--- src/rtl/iterative_divider.sv ---
// rtl/iterative_divider.sv - restoring shift-and-subtract divider for MIPS DIV/DIVU
// One quotient bit per cycle; signs are stripped on launch and reapplied in FIX.
module iterative_divider #(
   parameter int WIDTH = 32
) (
   input  logic             clk,
   input  logic             reset,
   input  logic             start,
   input  logic             is_signed,
   input  logic [WIDTH-1:0] dividend,
   input  logic [WIDTH-1:0] divisor,
   output logic             busy,
   output logic             done,
   output logic [WIDTH-1:0] quotient,
   output logic [WIDTH-1:0] remainder,
   output logic             div_by_zero
);
   localparam int CW = $clog2(WIDTH) + 1;

   typedef enum logic [1:0] {S_IDLE, S_RUN, S_FIX} state_t;

   state_t           state_q, state_d;
   logic [WIDTH-1:0] q_q, q_d, r_q, r_d, d_q, d_d, dvd_q, dvd_d;
   logic [WIDTH-1:0] quo_q, quo_d, rem_q, rem_d;
   logic             neg_q_q, neg_q_d, neg_r_q, neg_r_d, dz_q, dz_d;
   logic             dbz_q, dbz_d, done_q, done_d;
   logic [CW-1:0]    cnt_q, cnt_d;

   logic [WIDTH:0]   shifted, diff;
   logic [WIDTH-1:0] mag_a, mag_b, q_fix, r_fix;

   always_comb begin
      state_d = state_q;
      q_d     = q_q;
      r_d     = r_q;
      d_d     = d_q;
      dvd_d   = dvd_q;
      quo_d   = quo_q;
      rem_d   = rem_q;
      neg_q_d = neg_q_q;
      neg_r_d = neg_r_q;
      dz_d    = dz_q;
      dbz_d   = dbz_q;
      cnt_d   = cnt_q;
      done_d  = 1'b0;

      mag_a = (is_signed && dividend[WIDTH-1]) ? -dividend : dividend;
      mag_b = (is_signed && divisor[WIDTH-1])  ? -divisor  : divisor;
      // Partial remainder keeps its top bit so divisors above 2^(WIDTH-1) still work.
      shifted = {r_q, q_q[WIDTH-1]};
      diff    = shifted - {1'b0, d_q};
      q_fix   = neg_q_q ? -q_q : q_q;
      r_fix   = neg_r_q ? -r_q : r_q;

      case (state_q)
         S_IDLE: begin
            if (start) begin
               q_d     = mag_a;
               d_d     = mag_b;
               r_d     = '0;
               dvd_d   = dividend;
               neg_q_d = is_signed && (dividend[WIDTH-1] ^ divisor[WIDTH-1]);
               neg_r_d = is_signed && dividend[WIDTH-1];
               dz_d    = (divisor == '0);
               cnt_d   = CW'(WIDTH);
               state_d = S_RUN;
            end
         end
         S_RUN: begin
            if (!diff[WIDTH]) begin
               r_d = diff[WIDTH-1:0];
               q_d = {q_q[WIDTH-2:0], 1'b1};
            end else begin
               r_d = shifted[WIDTH-1:0];
               q_d = {q_q[WIDTH-2:0], 1'b0};
            end
            cnt_d = cnt_q - 1'b1;
            if (cnt_q == CW'(1)) state_d = S_FIX;
         end
         S_FIX: begin
            quo_d   = dz_q ? '1 : q_fix;
            rem_d   = dz_q ? dvd_q : r_fix;
            dbz_d   = dz_q;
            done_d  = 1'b1;
            state_d = S_IDLE;
         end
         default: state_d = S_IDLE;
      endcase
   end

   always_ff @(posedge clk) begin
      if (reset) begin
         state_q <= S_IDLE;
         q_q     <= '0;
         r_q     <= '0;
         d_q     <= '0;
         dvd_q   <= '0;
         quo_q   <= '0;
         rem_q   <= '0;
         neg_q_q <= 1'b0;
         neg_r_q <= 1'b0;
         dz_q    <= 1'b0;
         dbz_q   <= 1'b0;
         done_q  <= 1'b0;
         cnt_q   <= '0;
      end else begin
         state_q <= state_d;
         q_q     <= q_d;
         r_q     <= r_d;
         d_q     <= d_d;
         dvd_q   <= dvd_d;
         quo_q   <= quo_d;
         rem_q   <= rem_d;
         neg_q_q <= neg_q_d;
         neg_r_q <= neg_r_d;
         dz_q    <= dz_d;
         dbz_q   <= dbz_d;
         done_q  <= done_d;
         cnt_q   <= cnt_d;
      end
   end

   assign busy        = (state_q != S_IDLE);
   assign done        = done_q;
   assign quotient    = quo_q;
   assign remainder   = rem_q;
   assign div_by_zero = dbz_q;
endmodule

--- config.mk ---
export PLATFORM = sky130hd
export DESIGN_NAME = iterative_divider
export DESIGN_NICKNAME = d
export VERILOG_FILES = /design/src/rtl/iterative_divider.sv
export SDC_FILE = /design/constraint.sdc
export NUM_CORES = 1
export LEC_CHECK = 0
export ABC_CLOCK_PERIOD_IN_PS = 9800
export CAP_MARGIN = 25
export CORE_MARGIN = 5
export CORE_UTILIZATION = 62
export CTS_CLUSTER_SIZE = 16
export DETAILED_ROUTE_END_ITERATION = 16
export PLACE_DENSITY_LB_ADDON = 0.15
export SYNTH_ARGS = -nofsm -noshare
export SYNTH_HDL_FRONTEND = slang
export SYNTH_SLANG_ARGS = --single-unit
--- constraint.sdc ---
create_clock -name clk -period 9.8 [get_ports clk]
set_input_delay 0.98 -clock clk [delete_from_list [all_inputs] [get_ports clk]]
set_output_delay 0.98 -clock clk [all_outputs]
set_load 0.01 [all_outputs]
=== Word-level counts from Yosys, hierarchy flattened ===
Cells that the tools add are included.

* Register bits: 205
* Input bits: 68
* Logic and storage cells: 53

* $add $sub $neg: 6
* Equality and inequality tests: 5
* Muxes and demuxes: 18
* Bitwise logic cells: 1
* Reduce and logical (&&, ||, !) cells: 10

{| class="wikitable"
|+ Operator list
! kind !! count
|-
| $mux 32 || 9
|-
| $neg 32->32 || 4
|-
| $pmux 32 s2 || 2
|-
| $sub 33x32->33 || 1
|-
| $logic_not 32->1 || 1
|-
| $pmux 6 s2 || 1
|-
| $eq 6x1->1 const B || 1
|-
| $mux 6 || 1
|-
| $reduce_and 2->1 || 3
|-
| $sub 6x1->6 const B || 1
|-
| $mux 2 || 2
|-
| $ne 2x2->1 const B || 2
|-
| $pmux 2 s2 || 1
|-
| $reduce_bool 2->1 || 2
|-
| $logic_and 1x1->1 || 3
|-
| $eq 2x1->1 const B || 1
|-
| $eq 2x2->1 const B || 1
|-
| $logic_not 2->1 || 1
|-
| $mux 1 || 2
|-
| $xor 1x1->1 || 1
|}

=== Logic depth before layout (Yosys ltp) ===
* Word-level depth: 4
* Mapped depth: 14

=== Worst setup path after synthesis ===
OpenSTA, ideal clock, no wires.

* Path kind: reg2reg
* From: reg q_q[31]
* To: reg r_q[15]
* Data arrival time: 3156 ps
* Slack: 6515 ps
* Cell stages (with the launch flop): 14
* Path buffers: 2
* Clock period less this slack: 3285 ps
* Cells stage by stage: dfxtp_1 -> inv_1 -> ha_1 -> fa_1 -> nand2b_1 -> a21oi_1 -> o21ai_0 -> a21oi_1 -> a21o_1 -> buf_2 -> xor2_1 -> buf_2 -> mux2i_1 -> o21ai_0

* Word-level cells in the longest chain between the ends: 3

{| class="wikitable"
|+ RTL lines
! element !! line !! text
|-
| start, declared || 23 || <nowiki>logic [WIDTH-1:0] q_q, q_d, r_q, r_d, d_q, d_d, dvd_q, dvd_d;</nowiki>
|-
| start signal, assigned || 108 || <nowiki>q_q <= q_d;</nowiki>
|-
| $sub 33x32->33 || 51 || <nowiki>diff = shifted - {1'b0, d_q};</nowiki>
|-
| $mux 32 || 70 || <nowiki>if (!diff[WIDTH]) begin</nowiki>
|-
| $pmux 32 s2 || 55 || <nowiki>case (state_q)</nowiki>
|-
| end signal, assigned || 109 || <nowiki>r_q <= r_d;</nowiki>
|-
| end, declared || 23 ||
|}

No other way between the ends.
A chain may end at the register's enable or synchronous reset.

=== Worst setup path in the final report ===
* From: reg q_q[31]
* To: reg r_q[31]

The elaborated chain is that of the path after synthesis.

==> results.sh <==
export IMPL_crit_slowest_cell="o311ai_0"
export IMPL_finalWorstSetupSlack_ns=6.10
export IMPL_power_switching_mw=0.667
export IMPL_synth_edf_count=0
export IMPL_worstPathRequired_ns=10.22
export IMPL_worstPathArrival_ns=4.13
export IMPL_cts_hold_buf=0
export IMPL_overflow=0
export IMPL_final_setup_viol_count=0
export IMPL_synth_top_area_share_pct=34.2
export IMPL_cts_resized_gates=0
export IMPL_critical_path_cell_chain="inv_1 -> ha_1 -> nand2b_1 -> a21oi_1 -> o21ai_0 -> o311ai_0 -> o2111ai_1 -> a21boi_0 -> mux2i_1 -> o311ai_0 -> a31o_2"
export IMPL_final_hold_viol_count=0
export IMPL_die_x_um=149
export IMPL_layout_nets=1771
export IMPL_clockPowerShare_pct=41.1
export IMPL_ir_drop_mv=0.154
export IMPL_r2r_start="q_q[31]"
export IMPL_vias=11800
export IMPL_synth_avg_cell_area_um2=7.53
export IMPL_worst_pin_slew_ns=1.03
export IMPL_critPathTopFamily="compound AO/OA/AOI/OAI gates"
export IMPL_cts_buffers=23
export IMPL_hold_ws_ns=0.451
export IMPL_cts_sinks=205
export IMPL_slew_headroom_pct=30.2
export IMPL_die_y_um=149
export IMPL_maxSlewViolCount=0
export IMPL_maxCapViolations=0
export IMPL_rsz0062_at_grt="false"
export IMPL_min_from="remainder[21]"
export IMPL_firstDrtPassIters=5
export IMPL_drc=0
export IMPL_post_cts_buffers=0
export IMPL_swShare_pct=28.8
export IMPL_start_util_pct=62.3
export IMPL_critical_path_n_buffers_inverters=1
export IMPL_synth_seq_cells=205
export IMPL_final_common_cell="nand2_1"
export IMPL_clock_path_buffers=3
export IMPL_setup_tns_ns=0
export IMPL_htree_levels=1
export IMPL_synthFlopType="dfxtp_1"
export IMPL_p_int_mw=1.65
export IMPL_portBuffers=134
export IMPL_synth_area_top_cells="dfxtp_1 (34%), nand2_1 (8.8%), a21oi_1 (7.0%), xor2_1 (5.3%), xnor2_1 (5.1%)"
export IMPL_ys_types=62
export IMPL_fp_dieArea_um2=22300
export IMPL_grt_max_degree=92
export IMPL_r2r_slack_ns=6.10
export IMPL_drtAntennaViolNets=0
export IMPL_seqPwrFrac_pct=39.7
export IMPL_endpoint_kind="register"
export IMPL_routed_wl_mm=34.7
export IMPL_outcome="complete, no violations"
export IMPL_coreArea_um2=19300
export IMPL_rr_worst_depth=11
export IMPL_drive_gt1_share_pct=4.46
export IMPL_yosysTopAreaCell="dfxtp_1"
export IMPL_viasPerCell=6.05
export IMPL_grt_pass1_vias=10700
export IMPL_min_period_over_period_pct=37.8
export IMPL_combPwrFrac_pct=19.2
export IMPL_totalPowerFinal_mw=2.32
export IMPL_ios=135
export IMPL_crit_fanout=3
export IMPL_dpl_worst_slack_ns=5.64
export IMPL_min_path_cells=2
export IMPL_syn_area_um2=12000
export IMPL_cts_tree="built"
export IMPL_yosys_warnings=0
export IMPL_crit_top_cell="o311ai_0"
export IMPL_cellLeakagePower_nw=5.30
export IMPL_gp_congestion=0.903
export IMPL_mostFrequentLayoutCells="nand2_1 (283), dfxtp_1 (204), a21oi_1 (169)"
export IMPL_fmax_mhz=270
export IMPL_synth_fp_nets=1701
export IMPL_synthArstFlopShare_pct=0
export IMPL_grtUsageTotal_pct=30.1
export IMPL_grt_antenna_before_repair=0
export IMPL_clock_latency_ns=0.53
export IMPL_timing_rr_end="r_q[31]"
export IMPL_root_buffer="clkbuf_16"
export IMPL_final_setup_skew_ns=0.0194
export IMPL_hpwl_mm=25.1
export IMPL_layout_min_cycle_time_ns=3.70
export IMPL_worst_setup_path_type="reg2reg"
export IMPL_drtIter0Drc=845
export IMPL_cts_reportedPaths_clkPinSlew_ns=0.07
export IMPL_worstHoldPathType="reg2reg"
export IMPL_worst_setup_path_start_kind="register"
export IMPL_critical_path_max_stage_delay_ns=0.90
export IMPL_whs_endpoint="remainder[21]"
export IMPL_std_cell_rows=51
export IMPL_syn_instance_count=1594
export IMPL_grt_pass1_wl_mm=54.6
export IMPL_power_density_nw_per_um2=162
export IMPL_seq_area_frac_synth_pct=34.2
export IMPL_syn_to_final_growth_pct=18.8
export IMPL_num_antenna_cells=0
export IMPL_wl_per_cell_um=17.9
## registers in the layout, summed over array words and instances, names as in the netlist
| signal | cells |
|---|---|
| d_q | 32 |
| dvd_q | 32 |
| q_q | 32 |
| quotient | 32 |
| r_q | 32 |
| remainder | 32 |
| cnt_q | 6 |
| state_q | 2 |
| div_by_zero | 1 |
| done | 1 |
| dz_q | 1 |
| neg_q_q | 1 |
| neg_r_q | 1 |
## through the flow
stage / utilization (%) / area, um^2 / instances
finish: 74.0 / 14300 / 1946
global route: 74.0 / 14300 / 1946
floorplan: - / 12000 / 1594
global placement: 69.6 / 13400 / 1903
CTS: 74.0 / 14300 / 1946
detailed placement: 69.7 / 13400 / 1904
## power by group through the flow
stage                     clock network, mW  logic, mW  registers (mW)
after floorplan                           0      0.315           0.920
after global placement                    0      0.428           0.934
after detailed placement                  0      0.436           0.935
after CTS                             0.957      0.440           0.917
after global routing                   1.00      0.488           0.923
final                                 0.952      0.445           0.919
## metal layers
metal	vias up	GRT usage, %	share of wire (%)
li1	5757	-	-
met1	5453	37.2	40
met2	465	52.7	49
met3	91	4.38	7.2
met4	0	12.0	4.4
met5	-	0	0
## worst max path at each step
stage                     depth (start not counted)       to   startpoint
after floorplan                                  13  r_q[15]      q_q[31]
after global placement                           10  q_q[23]  dividend[2]
after detailed placement                         10  q_q[29]  dividend[2]
after CTS                                        11  r_q[31]      q_q[31]
after global routing                             10  q_q[23]  dividend[2]
final                                            11  r_q[31]      q_q[31]
## kinds of logic after synthesis
| family | share of synthesized area [%] |
|---|---|
| xor+xnor | 10.4 |
| fa+ha+maj | 4.13 |
| simple gates | 20.7 |
| mux | 2.02 |
| flops | 34.2 |
| buf+inv | 4.76 |
| compound gates | 23.8 |
## cells in the mapped netlist, drive strengths merged, types with 9 or more instances
library cell,n
nand2,283
dfxtp,205
a21oi,171
o21ai,119
nor2,115
clkbuf,92
xor2,73
xnor2,70
inv,50
nor3,44
ha,38
a22oi,31
a211oi,29
nand3,23
mux2i,22
o31ai,22
o22ai,18
nand2b,17
or3,17
a21o,14
nor4,14
o41ai,13
or4,13
and3,9
buf,9
## layout make-up
class	count	area [um^2]
fillers	1594	5000
well taps	265	332
repair buffers	146	1440
flip-flops and latches	205	4110
clock inverters	9	163
inverters	50	188
multi-input cells	1238	7360
clock buffers	33	683
## worst min-delay path, stage by stage, from the launching register on
cell and delay, ns:
dfxtp_1 0.31, nand2_1 0.05, a21oi_1 0.05
Power figures use the tool's default switching activity.
==> patch 1 (same flow settings) <==
The 3 states of `state_t` get a one-hot encoding in 3 bits.
--- a/src/rtl/iterative_divider.sv
+++ b/src/rtl/iterative_divider.sv
@@ -17,7 +17,7 @@
 );
    localparam int CW = $clog2(WIDTH) + 1;
 
-   typedef enum logic [1:0] {S_IDLE, S_RUN, S_FIX} state_t;
+   typedef enum logic [2:0] {S_IDLE = 3'b001, S_RUN = 3'b010, S_FIX = 3'b100} state_t;
 
    state_t           state_q, state_d;
    logic [WIDTH-1:0] q_q, q_d, r_q, r_d, d_q, d_d, dvd_q, dvd_d;
Behaviour: no difference found for any inputs over 10 cycles, from zero or initial values and one cycle with reset high; not proved beyond that.
==> patch 1 against the unedited design <==
Worst setup slack lost 320 ps; final area shrank 0.22%; non-clock buffer count grew 1; first-iteration DRC count shrank 1.3%; sequential cell count grew 1; wire length shrank 8.8%; total power shrank 8.8%; area after synthesis grew 0.59%; synthesized cell count shrank 1.5%; clock skew shrank 9.0 ps; critical path type unchanged.
==> patch 1: results (changes against the unedited design) <==
| Metric | Value |
|---|---|
| Worst-case register-to-register setup slack | 5780 ps (-320 ps) |
| Number of DRC markers in iteration 0 | 834 (-1.3%) |
| Sequential-to-total area share from yosys stat | 34.14% (-0.036 points) |
| CP delay by family, top | compound AO/OA/AOI/OAI gates |
| LEAKAGE | 0.005195 uW (-1.9%) |
| Peak supply drop | 104.6 uV (-32%) |
| # H-tree levels | 1 (unchanged) |
| CTS max path bufs | 3 (unchanged) |
| Global-route wire length before repair | 51.99 mm (-4.8%) |
| Number of detailed-routing iterations run before antenna repair | 6 (+1) |
| M1 GR Usage | 38.69% (+1.5 points) |
| Count of synthesis-stage warnings from yosys | 0 (unchanged) |
| Initial antenna violation count | 0 (unchanged) |
| Max FO, Critical Path | 35 (+32) |
| CTS Buf Count | 23 (unchanged) |
| # resized after CTS | 0 (unchanged) |
| Final Net Count | 1751 (-1.1%) |
| Largest net degree at the start of global routing | 95 (+3.3%) |
| Slew at the pin closest to its max-slew limit | 971.0 ps (-63.04 ps) |
| Setup Buffers After CTS | 0 (unchanged) |
| Master of the slowest instance on the critical path | sky130_fd_sc_hd__buf_4 |
| Congestion Overflow GR | 0 (unchanged) |
| Run status | completed |
| WP data arrival | 4370 ps (+240 ps) |
| Fraction of final layout cells with drive strength greater than 1 | 4.400% (-0.061 points) |
| Clock network latency to the later pin of the worst-skew pair | 500 ps (-30 ps) |
| Number of nets produced by synthesis | 1677 (-1.4%) |
| Main area contributors after synthesis | sky130_fd_sc_hd__dfxtp_1, sky130_fd_sc_hd__nand2_1, sky130_fd_sc_hd__a21oi_1, sky130_fd_sc_hd__xor2_1, sky130_fd_sc_hd__xnor2_1 |
| Clock transition time at the flip-flop clock pins of the worst setup and hold paths | ~60 ps |
| Avg Cell Area, Syn | 7.694 sq um (+2.1%) |
| GR met3 Demand/Resource | 3.452% (-0.92 points) |
| Post-synthesis cell type count | 62 (unchanged) |
| Total routing resource utilization after global routing | 27.67% (-2.4 points) |
| Number of antenna repair diodes | 0 (unchanged) |
| Met2 track utilization from global routing | 44.91% (-7.7 points) |
| Post-route clock skew | 10.44 ps (-9.006 ps) |
| Maximum cell stage delay along the critical path | 510 ps (-390 ps) |
| Vias/cell | 5.963 (-1.4%) |
| DP HPWL | 23.00 mm (-8.5%) |
| Type of the worst min-delay path | reg -> reg |
| Cell at the root of the clock tree | sky130_fd_sc_hd__clkbuf_16 |
| Vias in the first global route | 10610 (-1.3%) |
| Top cell types by occurrence after synthesis | sky130_fd_sc_hd__nand2_1, sky130_fd_sc_hd__dfxtp_1, sky130_fd_sc_hd__a21oi_1, sky130_fd_sc_hd__nor2_1, sky130_fd_sc_hd__o21ai_0 |
| Drt wl/cell | 16.46 microns (-7.8%) |
| Primary FF master, synth | sky130_fd_sc_hd__dfxtp_1 |
| Async set-or-reset flop fraction in the synthesized netlist | 0% (unchanged) |
| Worst hold-check slack | 451.7 ps (+1.051 ps) |
| Number of buffer cells added on primary ports | 134 (unchanged) |
| Placer congestion estimate | 0.9259 (+2.6%) |
patch 1: changes by cell type in the layout (fill, tap and decap cells not counted), sizes merged, moves of 11 or more:
cell,delta
a21oi,-21
o22ai,-13
nand2,-40
o21ai,-11
mux2i,+13
nor2,+23
a211oi,+27
patch 1: report_power, final:
group          leakage, uW  switching [uW]  total, uW  internal, uW
Sequential         0.00168            30.9        903           872
Clock             0.000377             337        886           549
Combinational      0.00314             188        323           135
Total              0.00520             556       2110          1560
patch 1: kinds of logic (layout without fill, tap and decap cells):
group / Yosys count / count (layout) / synth area share (%)
and+or+nand+nor: 540 / 540 / 19.89
AOI/OAI and AO/OA: 451 / 451 / 23.16
DFF: 206 / 206 / 34.14
buffers and inverters: 153 / 242 / 5.230
xor gates and xnor gates: 146 / 146 / 10.59
adders and majority gates: 39 / 39 / 4.102
muxes: 35 / 35 / 2.900
patch 1: path summary, 6_finish.rpt:
check | startpoint | endpoint | cells after the start
worst max register to register | q_q[31] | r_q[12] | 13
worst max-delay path | q_q[31] | r_q[12] | 13
worst min-delay path | d_q[31] | d_q[31] | 2
worst min register to register | d_q[31] | d_q[31] | 2
patch 1: area by class of cell:
type                    instances  area (sq um)
multi-input cells            1211          7361
fillers                      1551          5096
flip-flops and latches        206          4125
repair buffers                147          1436
clock buffers                  34         666.9
well taps                     265         331.6
inverters                      55         206.4
clock inverters                 6         111.4
patch 1: worst reg2reg max path, stage by stage (launching register included):
cell,delay (ps)
sky130_fd_sc_hd__dfxtp_1,310
sky130_fd_sc_hd__inv_1,100
sky130_fd_sc_hd__ha_1,270
sky130_fd_sc_hd__fa_1,400
sky130_fd_sc_hd__nand2b_1,200
sky130_fd_sc_hd__a21o_1,190
sky130_fd_sc_hd__a21oi_1,460
sky130_fd_sc_hd__a21oi_1,240
sky130_fd_sc_hd__a21oi_1,460
sky130_fd_sc_hd__nand4_1,230
sky130_fd_sc_hd__o311ai_4,130
sky130_fd_sc_hd__buf_4,510
sky130_fd_sc_hd__mux2i_1,270
sky130_fd_sc_hd__o21ai_0,100
patch 1: metrics by stage:
stage	cell area, sq um	instances	util (%)	total power (uW)	worst slack [ps]
floorplan	12080	1570	-	1139	6554
global route	14240	1924	73.64	2207	5456
global placement	13460	1884	69.62	1231	5675
CTS	14240	1924	73.64	2122	5791
finish	14240	1924	73.64	2112	5779
detailed placement	13460	1884	69.62	1238	5568
patch 1: per-layer routing:
metal	vias to the layer above	part of all wire, %
met5	-	0
met4	0	2.7
met3	73	7.1
met2	386	46
met1	5320	45
li1	5694	-
==> patch 2 (same settings) <==
Without the edit above. Set the parameter `WIDTH` to 64 (it was 32).
--- a/src/rtl/iterative_divider.sv
+++ b/src/rtl/iterative_divider.sv
@@ -1,7 +1,7 @@
 // rtl/iterative_divider.sv - restoring shift-and-subtract divider for MIPS DIV/DIVU
 // One quotient bit per cycle; signs are stripped on launch and reapplied in FIX.
 module iterative_divider #(
-   parameter int WIDTH = 32
+   parameter int WIDTH = 64
 ) (
    input  logic             clk,
    input  logic             reset,
Ports: changed (resized dividend, divisor, quotient and remainder); port bits go from 135 to 263. No check against the original RTL was run, so the function may have changed too.
==> patch 2 against the unedited design <==
Sequential share of layout area down 0.85 points; largest cell class unchanged; sequential power increased by 93%; wire length is 120% higher; total power is 86% higher; sequential cell count grew 193; worst setup slack got worse by 1100 ps; first-iteration DRC count increased to 3.1 times the old value; area after synthesis rose by 100%; final area grew 100%; maximum frequency is 24% lower; global-route usage up 3.4 points.
==> patch 2: results (changes against the unedited design) <==
| Metric | Value |
|---|---|
| Post-route clock skew | 16.15 ps (-3.297 ps) |
| Worst max-slew margin expressed relative to the limit | 29.56% (-0.63 points) |
| Post-place instance area | 26970 sq um (+100%) |
| Main area contributors after synthesis | sky130_fd_sc_hd__dfxtp_1, sky130_fd_sc_hd__nand2_1, sky130_fd_sc_hd__a21oi_1, sky130_fd_sc_hd__xor2_1, sky130_fd_sc_hd__o21ai_0 |
| Final Net Count | 3597 (+100%) |
| Origin of the worst setup path | q_q[63] |
| Routed via count | 24790 (+110%) |
| CTS Buf Count | 43 (+87%) |
| Number of nets produced by synthesis | 3487 (+100%) |
| Total length of routed wires | 76.26 mm (+120%) |
| Top cell types by occurrence after synthesis | sky130_fd_sc_hd__nand2_1, sky130_fd_sc_hd__dfxtp_1, sky130_fd_sc_hd__a21oi_1, sky130_fd_sc_hd__o21ai_0, sky130_fd_sc_hd__nor2_1 |
| Post-synthesis cell type count | 67 (+8.1%) |
| Synthesis-stage register bit count | 398 (+94%) |
| Worst setup timing slack at the placement stage | 4642 ps (-999.6 ps) |
| Number of DRC markers in iteration 0 | 2609 (+210%) |
| LEAKAGE | 0.01059 uW (+100%) |
| Worst hold start | d_q[61] |
| Global-route wire length before repair | 122.5 mm (+120%) |
| Placer congestion estimate | 1.006 (+11%) |
| # H-tree levels | 2 (+1) |
| Number of buffer cells added on primary ports | 262 (+96%) |
| Fraction of final layout cells with drive strength greater than 1 | 3.536% (-0.93 points) |
| Drt wl/cell | 19.35 microns (+8.4%) |
| Peak supply drop | 120.0 uV (-22%) |
| Number of detailed-routing iterations run before antenna repair | 7 (+2) |
| Vias in the first global route | 23320 (+120%) |
| Max FO, Critical Path | 61 (+58) |
| Total routing resource utilization after global routing | 33.51% (+3.4 points) |
| Clock network latency to the later pin of the worst-skew pair | 580 ps (+50 ps) |
| Avg Cell Area, Syn | 7.404 sq um (-1.7%) |
| Run status | completed |
| DP HPWL | 55.91 mm (+120%) |
==> patch 2: cell count changes in the layout (fill, tap and decap cells not counted), sizes merged, moves of 38 or more <==
cell / change
xnor2: +60
inv: +53
nor2: +124
dfxtp: +193
nand2: +306
a21oi: +134
xor2: +90
clkdlybuf4s50: +128
o21ai: +137
a211oi: +49
o31ai: +38
==> patch 2: path summary, 6_finish.rpt <==
check / to / slack (ps) / cells after the start
setup / recovery: r_q[58] / 4960 / 14
hold / removal: d_q[61] / 450 / 2
setup reg to reg: r_q[58] / 4960 / 14
hold reg to reg: d_q[61] / 450 / 2
==> patch 2: area by class of cell <==
class	count	area, sq um
repair buffers	281	2790
fillers	3004	10180
clock inverters	21	417.9
flip-flops and latches	398	7973
clock buffers	52	1140
multi-input cells	2567	15200
well taps	518	648.1
inverters	103	386.6
==> patch 2: power by group <==
group          internal (uW)  total (uW)  switching [uW]  leakage, uW
logic                    282         730             448      0.00659
registers               1690        1770            74.0      0.00324
clock network           1140        1820             677     0.000757
total                   3120        4320            1200       0.0106
==> patch 2: cells by family after synthesis <==
group | Yosys count | synth area share, %
muxes | 45 | 1.852
and+or+nand+nor | 1200 | 22.18
adders and majority gates | 71 | 3.684
xor gates and xnor gates | 293 | 10.55
AOI/OAI and AO/OA | 958 | 24.01
DFF | 398 | 32.77
buffers and inverters | 319 | 4.950
==> patch 2: worst max-delay path: stages, from the launching register on <==
cell and delay [ps]:
sky130_fd_sc_hd__dfxtp_1 330, sky130_fd_sc_hd__inv_1 260, sky130_fd_sc_hd__ha_1 250, sky130_fd_sc_hd__fa_1 230, sky130_fd_sc_hd__nor2b_1 90, sky130_fd_sc_hd__o311ai_0 470, sky130_fd_sc_hd__a21oi_1 250, sky130_fd_sc_hd__o2111ai_1 330
sky130_fd_sc_hd__a211oi_1 110, sky130_fd_sc_hd__or3_1 370, sky130_fd_sc_hd__o21ai_0 460, sky130_fd_sc_hd__xnor2_2 170, sky130_fd_sc_hd__buf_4 760, sky130_fd_sc_hd__nand2_1 360, sky130_fd_sc_hd__o21ai_0 280
==> patch 2: per-stage QoR <==
| step | hold slack (ps) | total power [uW] |
|---|---|---|
| after global placement | 439.8 | 2484 |
| after floorplan | 431.2 | 2276 |
| final | 452.5 | 4315 |
| after CTS | 453.5 | 4312 |
| after global routing | 474.8 | 4481 |
| after detailed placement | 447.4 | 2507 |
==> patch 2: per-layer routing <==
| metal | part of all wire, % | up-vias | routed length (microns) | track usage [%] |
|---|---|---|---|---|
| li1 | - | 11880 | - | - |
| met1 | 42 | 11590 | 32330 | 45.33 |
| met2 | 46 | 1127 | 35090 | 54.87 |
| met3 | 7.4 | 198 | 5680 | 3.841 |
| met4 | 4.1 | 0 | 3152 | 13.70 |
| met5 | 0 | - | 0 | 0 |
